`src/rtl/uart_pkg.sv`:
```
// rtl/uart_pkg.sv - shared UART constants, tx state encoding and width helper
package uart_pkg;

   localparam int PARITY_NONE = 0;
   localparam int PARITY_ODD  = 1;
   localparam int PARITY_EVEN = 2;

   typedef enum logic [2:0] {
      ST_IDLE   = 3'd0,
      ST_START  = 3'd1,
      ST_DATA   = 3'd2,
      ST_PARITY = 3'd3,
      ST_STOP   = 3'd4
   } tx_state_e;

   // Bits needed to hold values 0..value-1; never less than 1 so counters stay legal.
   function automatic int clog2(input int value);
      int r;
      int v;
      r = 0;
      v = value - 1;
      while (v > 0) begin
         r = r + 1;
         v = v >> 1;
      end
      return (r < 1) ? 1 : r;
   endfunction

endpackage

```
`src/rtl/uart_baud_tick.sv`:
```
// rtl/uart_baud_tick.sv - bit-period counter with synchronous restart and bit-end tick
module uart_baud_tick
   import uart_pkg::*;
#(
   parameter int CLKS_PER_BIT = 16
) (
   input  logic clock,
   input  logic rst_n,
   input  logic restart,
   output logic tick
);

   localparam int            CW   = clog2(CLKS_PER_BIT);
   localparam logic [CW-1:0] LAST = CW'(CLKS_PER_BIT - 1);

   logic [CW-1:0] cnt_q;
   logic [CW-1:0] cnt_d;

   always_comb begin
      cnt_d = cnt_q + CW'(1);
      if (restart || (cnt_q == LAST)) begin
         cnt_d = '0;
      end
   end

   always_ff @(posedge clock or negedge rst_n) begin
      if (!rst_n) begin
         cnt_q <= '0;
      end else begin
         cnt_q <= cnt_d;
      end
   end

   assign tick = (cnt_q == LAST);

endmodule

```
`src/rtl/uart_tx_cfg.sv`:
```
// rtl/uart_tx_cfg.sv - parametrised UART transmitter with input FIFO
module uart_tx_cfg
   import uart_pkg::*;
#(
   parameter int CLOCK_FREQUENCY = 50000000,
   parameter int BAUD_RATE       = 9600,
   parameter int DATA_BITS       = 8,
   parameter int PARITY          = 0,
   parameter int STOP_BITS       = 1,
   parameter int FIFO_DEPTH      = 4
) (
   input  logic                               clock,
   input  logic                               rst_n,
   input  logic                               tx_valid,
   input  logic [DATA_BITS-1:0]               tx_data_in,
   output logic                               tx_ready,
   output logic                               serial_tx,
   output logic                               tx_busy,
   output logic [$clog2(FIFO_DEPTH+1)-1:0]    fifo_count
);

   localparam int            CLKS_PER_BIT = CLOCK_FREQUENCY / BAUD_RATE;
   localparam int            AW           = clog2(FIFO_DEPTH);
   localparam int            CW           = $clog2(FIFO_DEPTH + 1);
   localparam int            BW           = clog2(DATA_BITS);
   localparam logic [CW-1:0] DEPTH_C      = CW'(FIFO_DEPTH);
   localparam logic [BW-1:0] BIT_LAST     = BW'(DATA_BITS - 1);
   localparam logic          STOP_LAST    = (STOP_BITS == 2);

   generate
      if (DATA_BITS < 5 || DATA_BITS > 9) begin : g_bad_data_bits
         $error("uart_tx_cfg: DATA_BITS must be 5..9");
      end
      if (PARITY < 0 || PARITY > 2) begin : g_bad_parity
         $error("uart_tx_cfg: PARITY must be 0, 1 or 2");
      end
      if (STOP_BITS < 1 || STOP_BITS > 2) begin : g_bad_stop_bits
         $error("uart_tx_cfg: STOP_BITS must be 1 or 2");
      end
      if (CLKS_PER_BIT < 2) begin : g_bad_baud
         $error("uart_tx_cfg: CLOCK_FREQUENCY/BAUD_RATE must be >= 2");
      end
      if (FIFO_DEPTH < 2 || (FIFO_DEPTH & (FIFO_DEPTH - 1)) != 0) begin : g_bad_depth
         $error("uart_tx_cfg: FIFO_DEPTH must be a power of two >= 2");
      end
   endgenerate

   logic [DATA_BITS-1:0] mem_q [FIFO_DEPTH];
   logic [DATA_BITS-1:0] mem_d [FIFO_DEPTH];
   logic [AW-1:0]        wr_ptr_q, wr_ptr_d;
   logic [AW-1:0]        rd_ptr_q, rd_ptr_d;
   logic [CW-1:0]        count_q, count_d;

   tx_state_e            state_q, state_d;
   logic [DATA_BITS-1:0] shift_q, shift_d;
   logic [BW-1:0]        bit_q, bit_d;
   logic                 stop_q, stop_d;
   logic                 parity_q, parity_d;
   logic                 serial_q, serial_d;
   logic                 busy_q, busy_d;

   logic                 tick;
   logic                 push;
   logic                 pop;
   logic                 stop_done;
   logic [DATA_BITS-1:0] head;

   uart_baud_tick #(
      .CLKS_PER_BIT (CLKS_PER_BIT)
   ) u_baud (
      .clock   (clock),
      .rst_n   (rst_n),
      .restart (pop),
      .tick    (tick)
   );

   assign tx_ready   = (count_q != DEPTH_C);
   assign push       = tx_valid && tx_ready;
   assign head       = mem_q[rd_ptr_q];
   assign stop_done  = (state_q == ST_STOP) && tick && (stop_q == STOP_LAST);
   // A pop at the last stop-bit edge chains frames with no idle cycle.
   assign pop        = (count_q != '0) && ((state_q == ST_IDLE) || stop_done);

   always_comb begin
      mem_d    = mem_q;
      wr_ptr_d = wr_ptr_q;
      rd_ptr_d = rd_ptr_q;
      count_d  = count_q;
      state_d  = state_q;
      shift_d  = shift_q;
      bit_d    = bit_q;
      stop_d   = stop_q;
      parity_d = parity_q;
      serial_d = 1'b1;
      busy_d   = 1'b0;

      if (push) begin
         mem_d[wr_ptr_q] = tx_data_in;
         wr_ptr_d        = wr_ptr_q + AW'(1);
      end
      if (pop) begin
         rd_ptr_d = rd_ptr_q + AW'(1);
      end
      case ({push, pop})
         2'b10:   count_d = count_q + CW'(1);
         2'b01:   count_d = count_q - CW'(1);
         default: count_d = count_q;
      endcase

      if (pop) begin
         state_d  = ST_START;
         shift_d  = head;
         parity_d = (PARITY == PARITY_ODD) ? ~(^head) : ^head;
      end else if (tick) begin
         case (state_q)
            ST_START: begin
               state_d = ST_DATA;
               bit_d   = '0;
            end
            ST_DATA: begin
               if (bit_q == BIT_LAST) begin
                  state_d = (PARITY != PARITY_NONE) ? ST_PARITY : ST_STOP;
                  stop_d  = 1'b0;
               end else begin
                  bit_d   = bit_q + BW'(1);
                  shift_d = shift_q >> 1;
               end
            end
            ST_PARITY: begin
               state_d = ST_STOP;
               stop_d  = 1'b0;
            end
            ST_STOP: begin
               if (stop_q == STOP_LAST) begin
                  state_d = ST_IDLE;
               end else begin
                  stop_d = 1'b1;
               end
            end
            default: state_d = state_q;
         endcase
      end

      // Line level is registered from the next state so serial_tx never glitches.
      case (state_d)
         ST_START:  serial_d = 1'b0;
         ST_DATA:   serial_d = shift_d[0];
         ST_PARITY: serial_d = parity_d;
         default:   serial_d = 1'b1;
      endcase
      busy_d = (state_d != ST_IDLE) || (count_d != '0);
   end

   always_ff @(posedge clock or negedge rst_n) begin
      if (!rst_n) begin
         for (int i = 0; i < FIFO_DEPTH; i++) begin
            mem_q[i] <= '0;
         end
         wr_ptr_q <= '0;
         rd_ptr_q <= '0;
         count_q  <= '0;
         state_q  <= ST_IDLE;
         shift_q  <= '0;
         bit_q    <= '0;
         stop_q   <= 1'b0;
         parity_q <= 1'b0;
         serial_q <= 1'b1;
         busy_q   <= 1'b0;
      end else begin
         mem_q    <= mem_d;
         wr_ptr_q <= wr_ptr_d;
         rd_ptr_q <= rd_ptr_d;
         count_q  <= count_d;
         state_q  <= state_d;
         shift_q  <= shift_d;
         bit_q    <= bit_d;
         stop_q   <= stop_d;
         parity_q <= parity_d;
         serial_q <= serial_d;
         busy_q   <= busy_d;
      end
   end

   assign serial_tx  = serial_q;
   assign tx_busy    = busy_q;
   assign fifo_count = count_q;

endmodule

```
`config.mk`:
```
export PLATFORM = sky130hd
export DESIGN_NAME = uart_tx_cfg
export DESIGN_NICKNAME = d
export VERILOG_FILES = /design/src/rtl/uart_pkg.sv /design/src/rtl/uart_baud_tick.sv /design/src/rtl/uart_tx_cfg.sv
export SDC_FILE = /design/constraint.sdc
export NUM_CORES = 1
export LEC_CHECK = 0
export ABC_CLOCK_PERIOD_IN_PS = 10050
export CAP_MARGIN = 20
export CORE_MARGIN = 2
export CORE_UTILIZATION = 45
export CTS_CLUSTER_SIZE = 25
export DETAILED_ROUTE_END_ITERATION = 6
export SETUP_SLACK_MARGIN = 0.3
export SLEW_MARGIN = 20
export SYNTH_ARGS = -nofsm -noshare
export SYNTH_HDL_FRONTEND = slang
export SYNTH_HIERARCHICAL = 1
export SYNTH_SLANG_ARGS = --single-unit
```
`constraint.sdc`:
```
create_clock -name clock -period 10.05 [get_ports clock]
set_clock_uncertainty 0.15 [all_clocks]
set_input_delay 3.015 -clock clock [delete_from_list [all_inputs] [get_ports clock]]
set_output_delay 3.015 -clock clock [all_outputs]
set_load 0.02 [all_outputs]
```
# Word level (Yosys, flattened, before mapping)
# Cells that the tools add are included.
[totals]
in_bits = 11
ff_bits = 70
elab_cells = 88
[classes]
n_eq_ne = 15
n_addsub = 6
n_mux = 24
bitwise_logic = 4
order_cmp = 3
n_reduce_logical = 20
[op_table]
columns = ["op", "n"]
rows = [
  ["8-bit two-way mux", 7],
  ["32-bit bitwise mux", 1],
  ["8-bit binary-select mux with 2-bit select", 1],
  ["8-bit demux with 2-bit select", 1],
  ["3-bit two-way mux", 5],
  ["13-bit by 1-bit adder with 13-bit output, second input constant", 1],
  ["13-bit equality test, second input constant", 1],
  ["13-bit two-way mux", 1],
  ["3-bit by 2-bit equality test with 1-bit output, second input constant", 4],
  ["3-bit one-hot mux with 2 select lines", 2],
  ["3-bit one-hot mux with 4 select lines", 1],
  ["3-bit nonzero test", 4],
  ["4-bit AND reduction", 2],
  ["8-bit parity", 1],
  ["3-bit by 1-bit adder with 3-bit output, second input constant", 2],
  ["3-bit by 1-bit equality test with 1-bit output, second input constant", 2],
  ["3-bit equality test, second input constant", 2],
  ["3-bit >= comparator, second input constant", 2],
  ["2-bit != test, second input constant", 3],
  ["2-bit NOT with 3-bit output", 2],
  ["1-bit one-hot mux with 3 select lines", 2],
  ["2-bit nonzero test", 3],
  ["1-bit logical AND", 5],
  ["2-bit by 1-bit adder with 2-bit output, second input constant", 2],
  ["10 further kinds", 15],
]

# Longest topological paths before layout
[logic_depth]
depth_word = 9
mapped_depth = 13

# Modules after synthesis
# The synthesis kept the hierarchy.
[by_module_without_submodules]
columns = ["module", "seq_area_each_um2", "n_inst", "cells_each", "area_per_inst_um2"]
rows = [
  ["uart_tx_cfg", 1402.6, 1, 209, 2668.8],
  ["uart_baud_tick", 325.3, 1, 68, 694.4],
]

# Least setup slack after synthesis
# Ideal clock, no wire load.
[synth_path]
kind = "input -> register"
from = "input port tx_valid"
to = "register busy_q, in the netlist tx_busy"
stages = 10
t_arrival_ps = 4576
setup_slack_ps = 5193
t_required_ps = 9769
setup_time_ps = 131
path_cell_list = "and2_1 -> buf_2 -> inv_1 -> ha_1 -> inv_1 -> fa_1 -> xnor2_1 -> nand2_1 -> xnor2_1 -> or3_1"
[synth_via]
elab_chain_cells = 5
elab_cells_between_ends = 6
classes_between = "2 x eq/ne; 1 x mux; 3 x reduce/logical"
[synth_rtl]
columns = ["item", "line_no", "text"]
rows = [
  ["start: declaration", "uart_tx_cfg.sv:14", "input logic tx_valid,"],
  ["1-bit logical AND (*)", "uart_tx_cfg.sv:78", "assign push = tx_valid && tx_ready;"],
  ["2-bit by 1-bit equality test with 1-bit output or 2-bit equality test (tied branches)", "uart_tx_cfg.sv:104", "case ({push, pop})"],
  ["3-bit one-hot mux with 2 select lines (*)", "uart_tx_cfg.sv:104", ""],
  ["via count_d[2]", "uart_tx_cfg.sv:52", "logic [CW-1:0] count_q, count_d;"],
  ["3-bit nonzero test (*)", "uart_tx_cfg.sv:151", "busy_d = (state_d != ST_IDLE) || (count_d != '0);"],
  ["1-bit logical OR (*)", "uart_tx_cfg.sv:151", ""],
  ["via busy_d", "uart_tx_cfg.sv:60", "logic busy_q, busy_d;"],
  ["end signal: assignment", "uart_tx_cfg.sv:180", "busy_q <= busy_d;"],
  ["end: declaration", "uart_tx_cfg.sv:60", ""],
]
# The timed path passes the listed nets; every way through them passes the cells marked *.
# A chain may end at the register's enable or synchronous reset.

# Final worst setup path
# Same ends and word-level chain as after synthesis.

==> run_results.csv <==
group,metric,value,unit
run_status,status,"complete, no violations",
synthesis,ys_ff_latch,69,
sta,worst_slew_margin_rel,42.3,%
setup_path,path_class,"in2reg",
final_layout,layout-drive-gt1-share,24.3,%
grt,grt_usage,16.2,%
synthesis,synth_area_leaders,"dfrtp_1 51%, mux2_2 11%, mux4_2 5.4%",
grt,grt_overflow_total,0,
grt,grt_max_degree,70,
die,initial_core_util,46.4,%
synthesis,ys_types,43,
setup_path,required,10.12,ns
die,die-height,90.5,um
sta,hold_viol_final,0,
final_layout,nFillCells,640,
synthesis,synth_area,3360,um2
placed_design,routabilityCongestion,0.717,
grt,grt_pass1_wl,10500,um
sta,hold_ws,0.329,ns
drt,wl_per_cell,14.5,um
clocking,cts_buffers,9,
synthesis,syn_nets,297,
drt,viasPerCell,5.33,
synthesis,synth_top_area_share,50.6,%
synthesis,ys_seq_area_share,51.4,%
drt,drc_errors,0,
synthesis,synth_edf_count,0,
grt,antenna_found_initial,0,
grt,grt_pass1_vias,2222,
clocking,insertion_delay,0.34,ns
placed_design,dp_hpwl,3870,um
final_layout,mostFrequentLayoutCells,"68 x dfrtp_1, 33 x mux2_2, 30 x nand2_1, 15 x clkdlybuf4s50_1",
synthesis,synth.avg_cell_area,12.1,um2
clocking,clock-sinks,69,
setup_path,start_kind,"primary input",
power_and_ir_drop,total_power,1.14,mW
synthesis,synthFlopType,"dfrtp_1",
synthesis,yosys_warnings,6,
clocking,hold_buffers,0,
sta,grt_setup_unrepaired,"no",
clocking,cts_setup_buffers,0,
run,drv_cap,0,
sta,final.min_clock_period,4.95,ns
sta,timing.fmax,202,MHz
power_and_ir_drop,irDropWorstVdd,0.153,mV
die,core,7250,um2
clocking,ctsResizeCount,0,
final_layout,diodes,0,
clocking,cts_tree,"built",
final_layout,area_delta_synth_final,12.8,%
drt,drtIter0Drc,79,
synthesis,synthCells,277,
die,pin_count,17,
placed_design,numPortBuffers,16,
sta,worst_pin_slew,0.866,ns
die,num_rows,31,
final_layout,layout_commonest_cell,"dfrtp_1",
placed_design,dp_slack,4.72,ns
setup_path,endpoint_kind,"flop",
synthesis,postSynth.asyncResetShare,100,%
synthesis,synth_area_leader_cell,"dfrtp_1",
clocking,cts_root_buf,"clkbuf_8",
power_and_ir_drop,power_density,300,nW/um2
final_layout,nets,317,
drt,totalWireLength,5800,um
die,dieArea,8180,um2
setup_path,critPathMaxFanout,8,
sta,period_share,49.3,%
power_and_ir_drop,p_leak,1.58,nW
drt,detail-route-antenna-nets,0,
sta,drv_slew,0,
die,die_width,90.5,um
clocking,path_clk_slew,0.07,ns
sta,setup_tns,0,ns
worst_hold_path,hp-class,"reg2reg",
setup_path,arrival,5.02,ns
drt,vias,2130,
sta,finalSetupViolations,0,
clocking,cts_max_level,3,
drt,drt_pre_antenna_iters,4,
clocking,cts_buffer_depth,2,
sta,timing.final.ws_setup,5.10,ns
-- worst paths after layout --
path	startpoint	cells after the start	slack, ns	end
max	tx_valid	10	5.10	tx_busy$_DFF_PN0_
min	shift_q[4]$_DFFE_PN0P_	2	0.33	shift_q[4]$_DFFE_PN0P_
max reg2reg	u_baud/cnt_q[7]$_DFF_PN0_	11	6.71	tx_busy$_DFF_PN0_
min reg2reg	shift_q[4]$_DFFE_PN0P_	2	0.33	shift_q[4]$_DFFE_PN0P_
max in group asynchronous	rst_n	2	6.47	wr_ptr_q[1]$_DFFE_PN0P_
min in group asynchronous	rst_n	2	2.72	u_baud/cnt_q[5]$_DFF_PN0_
-- registers in the layout, indices dropped and copies added (netlist names) --
register      cells
mem_q            32
tx_busy           1
wr_ptr_q          2
parity_q          1
u_baud/cnt_q     13
rd_ptr_q          2
shift_q           8
bit_q             3
fifo_count        3
state_q           3
serial_tx         1
-- power breakdown --
part	total [mW]	internal, mW	leakage [nW]	switching, mW
clock network	0.223	0.126	0.101	0.0973
registers	0.475	0.389	0.844	0.0859
logic	0.440	0.250	0.639	0.190
total	1.14	0.765	1.58	0.373
-- critical path, cell delays in order --
cell	delay, ns
clkdlybuf4s50_1	0.38
and2_1	0.21
inv_1	0.09
ha_1	0.17
inv_1	0.06
fa_1	0.37
xnor2_1	0.14
nand2_1	0.08
xnor2_1	0.14
or3_1	0.35
-- per-layer routing --
metal  track usage [%]  part of all wire, %  vias up
met4              6.79                  1.7        0
li1                  -                    -     1032
met3              4.26                  2.8        8
met1              20.2                   47     1061
met2              26.6                   48       29
met5                 0                    0        -
-- final cells by class --
class | instances | area, um2 | area share, %
clock buffers | 11 | 151 | 3.99
clock inverters | 4 | 47.5 | 1.25
inverters | 10 | 37.5 | 0.990
multi-input cells | 189 | 1530 | 40.4
flip-flops and latches | 69 | 1730 | 45.6
well taps | 99 | 124 | 3.27
repair buffers | 18 | 170 | 4.49
-- cells by family (layout without fill, tap and decap cells) --
| kind of cell | count (synthesis) | after routing | share of synthesized area (%) |
|---|---|---|---|
| mux | 42 | 42 | 16.7 |
| flops | 69 | 69 | 51.4 |
| xor+xnor | 16 | 16 | 4.17 |
| simple gates | 79 | 79 | 12.4 |
| fa+ha+maj | 9 | 9 | 3.57 |
| compound gates | 43 | 43 | 8.78 |
| buf+inv | 19 | 43 | 3.01 |
-- synthesized netlist by cell type (3+ instances only) --
| cell | count |
|---|---|
| buf_6 | 3 |
| a21o_1 | 3 |
| nor2b_1 | 3 |
| or3_1 | 3 |
| nand2b_1 | 4 |
| o21ai_0 | 12 |
| a21oi_1 | 12 |
| xnor2_1 | 13 |
| xor2_1 | 3 |
| mux2_2 | 33 |
| nand2_1 | 30 |
| ha_1 | 8 |
| nor2_1 | 13 |
| o31ai_1 | 4 |
| buf_2 | 4 |
| mux4_2 | 8 |
| dfrtp_1 | 68 |
| inv_1 | 9 |
| a22oi_1 | 5 |
| nand3_1 | 6 |
-- metrics by stage --
step,cell area (um2),cells,utilization (%)
after floorplan,3360,277,-
after global placement,3590,385,49.5
after detailed placement,3590,385,49.5
after CTS,3790,400,52.3
after global routing,3790,400,52.3
final,3790,400,52.3
(Power assumes the default switching activity.)
==> variant (same flow settings) <==
Change the parameter `FIFO_DEPTH` from 4 to 2.
--- a/src/rtl/uart_tx_cfg.sv
+++ b/src/rtl/uart_tx_cfg.sv
@@ -7,7 +7,7 @@
    parameter int DATA_BITS       = 8,
    parameter int PARITY          = 0,
    parameter int STOP_BITS       = 1,
-   parameter int FIFO_DEPTH      = 4
+   parameter int FIFO_DEPTH      = 2
 ) (
    input  logic                               clock,
    input  logic                               rst_n,
Ports: changed (resized fifo_count); port bits go from 17 to 16. No check against the original RTL was run, so the function may have changed too.
==> variant against the unedited design <==
Wire length decreased by 24%; core utilization down 0.27 points; sequential cell count decreased by 19; synthesized cell count down 22%; setup slack improved by 0.14 ns; sequential share of layout area fell by 1.6 points; combinational power shrank 33%; area after synthesis fell by 24%; cell area decreased by 25%; power fell by 30%.
==> variant: results (changes against the unedited design) <==
vias in the first global route=1648 (-26%); crit-path max cell delay=0.54 ns (+0.16 ns); Placed Area=2730 um2 (-24%); Clock transition at path regs=0.10 ns (+0.03 ns); largest net degree at the start of global routing=51 (-27%); Clk. pwr=0.143 mW (-36%); crit path DAT=1.64 ns (-3.38 ns); Commonest cells post-synth=dfrtp_1 (49), mux2i_1 (26), mux2_2 (18), xor2_1 (12), nand2_1 (11); Post-synth EDFFs=0 (unchanged); met2 GRT Util=24.7% (-1.9 points); Residual DRC=0 (unchanged); crit path max fanout=5 (-3); post-synthesis sequential area ratio=49.2% (-2.2 points); All-Layer GR Usage=15.5% (-0.65 points); Worst Hold Path Cells=1 (-1); met1 Track Usage GR=20.3% (+0.084 points); Root Buffer=clkbuf_8; Worst Tran Pin Value=0.663 ns (-0.204 ns); H-tree depth=2 (-1); DR iter-0 viols=82 (+3.8%); # Post-CTS Setup Buffers=0 (unchanged); post-DR wirelength/cell=14.3 um (-1.3%); Setup crit start=fifo_count[0]; R2R Path End=tx_busy; CTS Buf Count=5 (-4); Switching Fraction=35.2% (+2.4 points); share of layout cells above drive strength 1=19.2% (-5.0 points); Compound-Gate Fraction of Synth Area=8.79% (+0.012 points); synth unique cells=42 (-2.3%); Final HPWL DP=3000 um (-22%); setup slack, reg-to-reg=7.34 ns (+0.63 ns); biggest regs=mem_q x16, u_baud/cnt_q x13, shift_q x8; Adder-Cell Fraction of Synth Area=1.96% (-1.6 points); post-synthesis mux area share=18.2% (+1.5 points); # port buffers=15 (-1); met3 wire len=143 um (-12%); M1 WL=2160 um (-21%); grt met3 use=3.98% (-0.28 points); syn nets=232 (-22%); post-synthesis xor/xnor area fraction=6.53% (+2.4 points); filler instances=510 (-20%); routability-driven placement congestion ratio=0.760 (+6.1%); via count=1657 (-22%); top cells by area, synth=dfrtp_1 (48%), mux2i_1 (10%), mux2_2 (8.0%); Crit path max-delay family=buffers and inverters; capture point of the critical path=tx_ready; Post-synth ARST share=100% (unchanged); first-pass GRT wire length=7650 um (-27%); worst reg2reg path depth=8 (-3); Leak=1.22 nW (-23%); Peak VDD IR=0.000113 V (-26%); Seq. pwr=0.358 mW (-25%); Hold Crit Endpoint=u_baud/cnt_q[0]; fin nets=248 (-22%); status=completed; Clock Latency Late Sink=0.31 ns (-0.03 ns); HP Start=u_baud/cnt_q[0]; metal2 WL=2020 um (-28%)
-- variant: changes by cell type after synthesis, moves of 4 or more --
cell,change
nor2_1,-5
nand2b_1,-4
ha_1,-4
mux4_2,-8
nand2_1,-19
dfrtp_1,-19
mux2_2,-15
mux2i_1,+25
inv_1,-4
xnor2_1,-6
xor2_1,+9
-- variant: cell type report --
class / instances / area, um2 / share of cell area, %
clock inverter: 3 / 45.0 / 1.58
clock buffer: 5 / 68.8 / 2.42
inverter: 5 / 18.8 / 0.659
sequential: 50 / 1250 / 44.0
tap: 72 / 90.1 / 3.16
multi-input combinational: 154 / 1210 / 42.5
timing repair buffer: 17 / 160 / 5.63
-- variant: per-stage QoR --
stage          setup WS (ns)  hold slack, ns  instances  total power, mW
2_1_floorplan           5.76           0.301        217            0.593
3_3_place_gp            5.21           0.333        298            0.659
3_5_place_dp            5.19           0.341        298            0.666
4_1_cts                 5.22           0.353        306            0.813
5_1_grt                 5.17           0.381        306            0.858
6_report                5.24           0.345        306            0.797
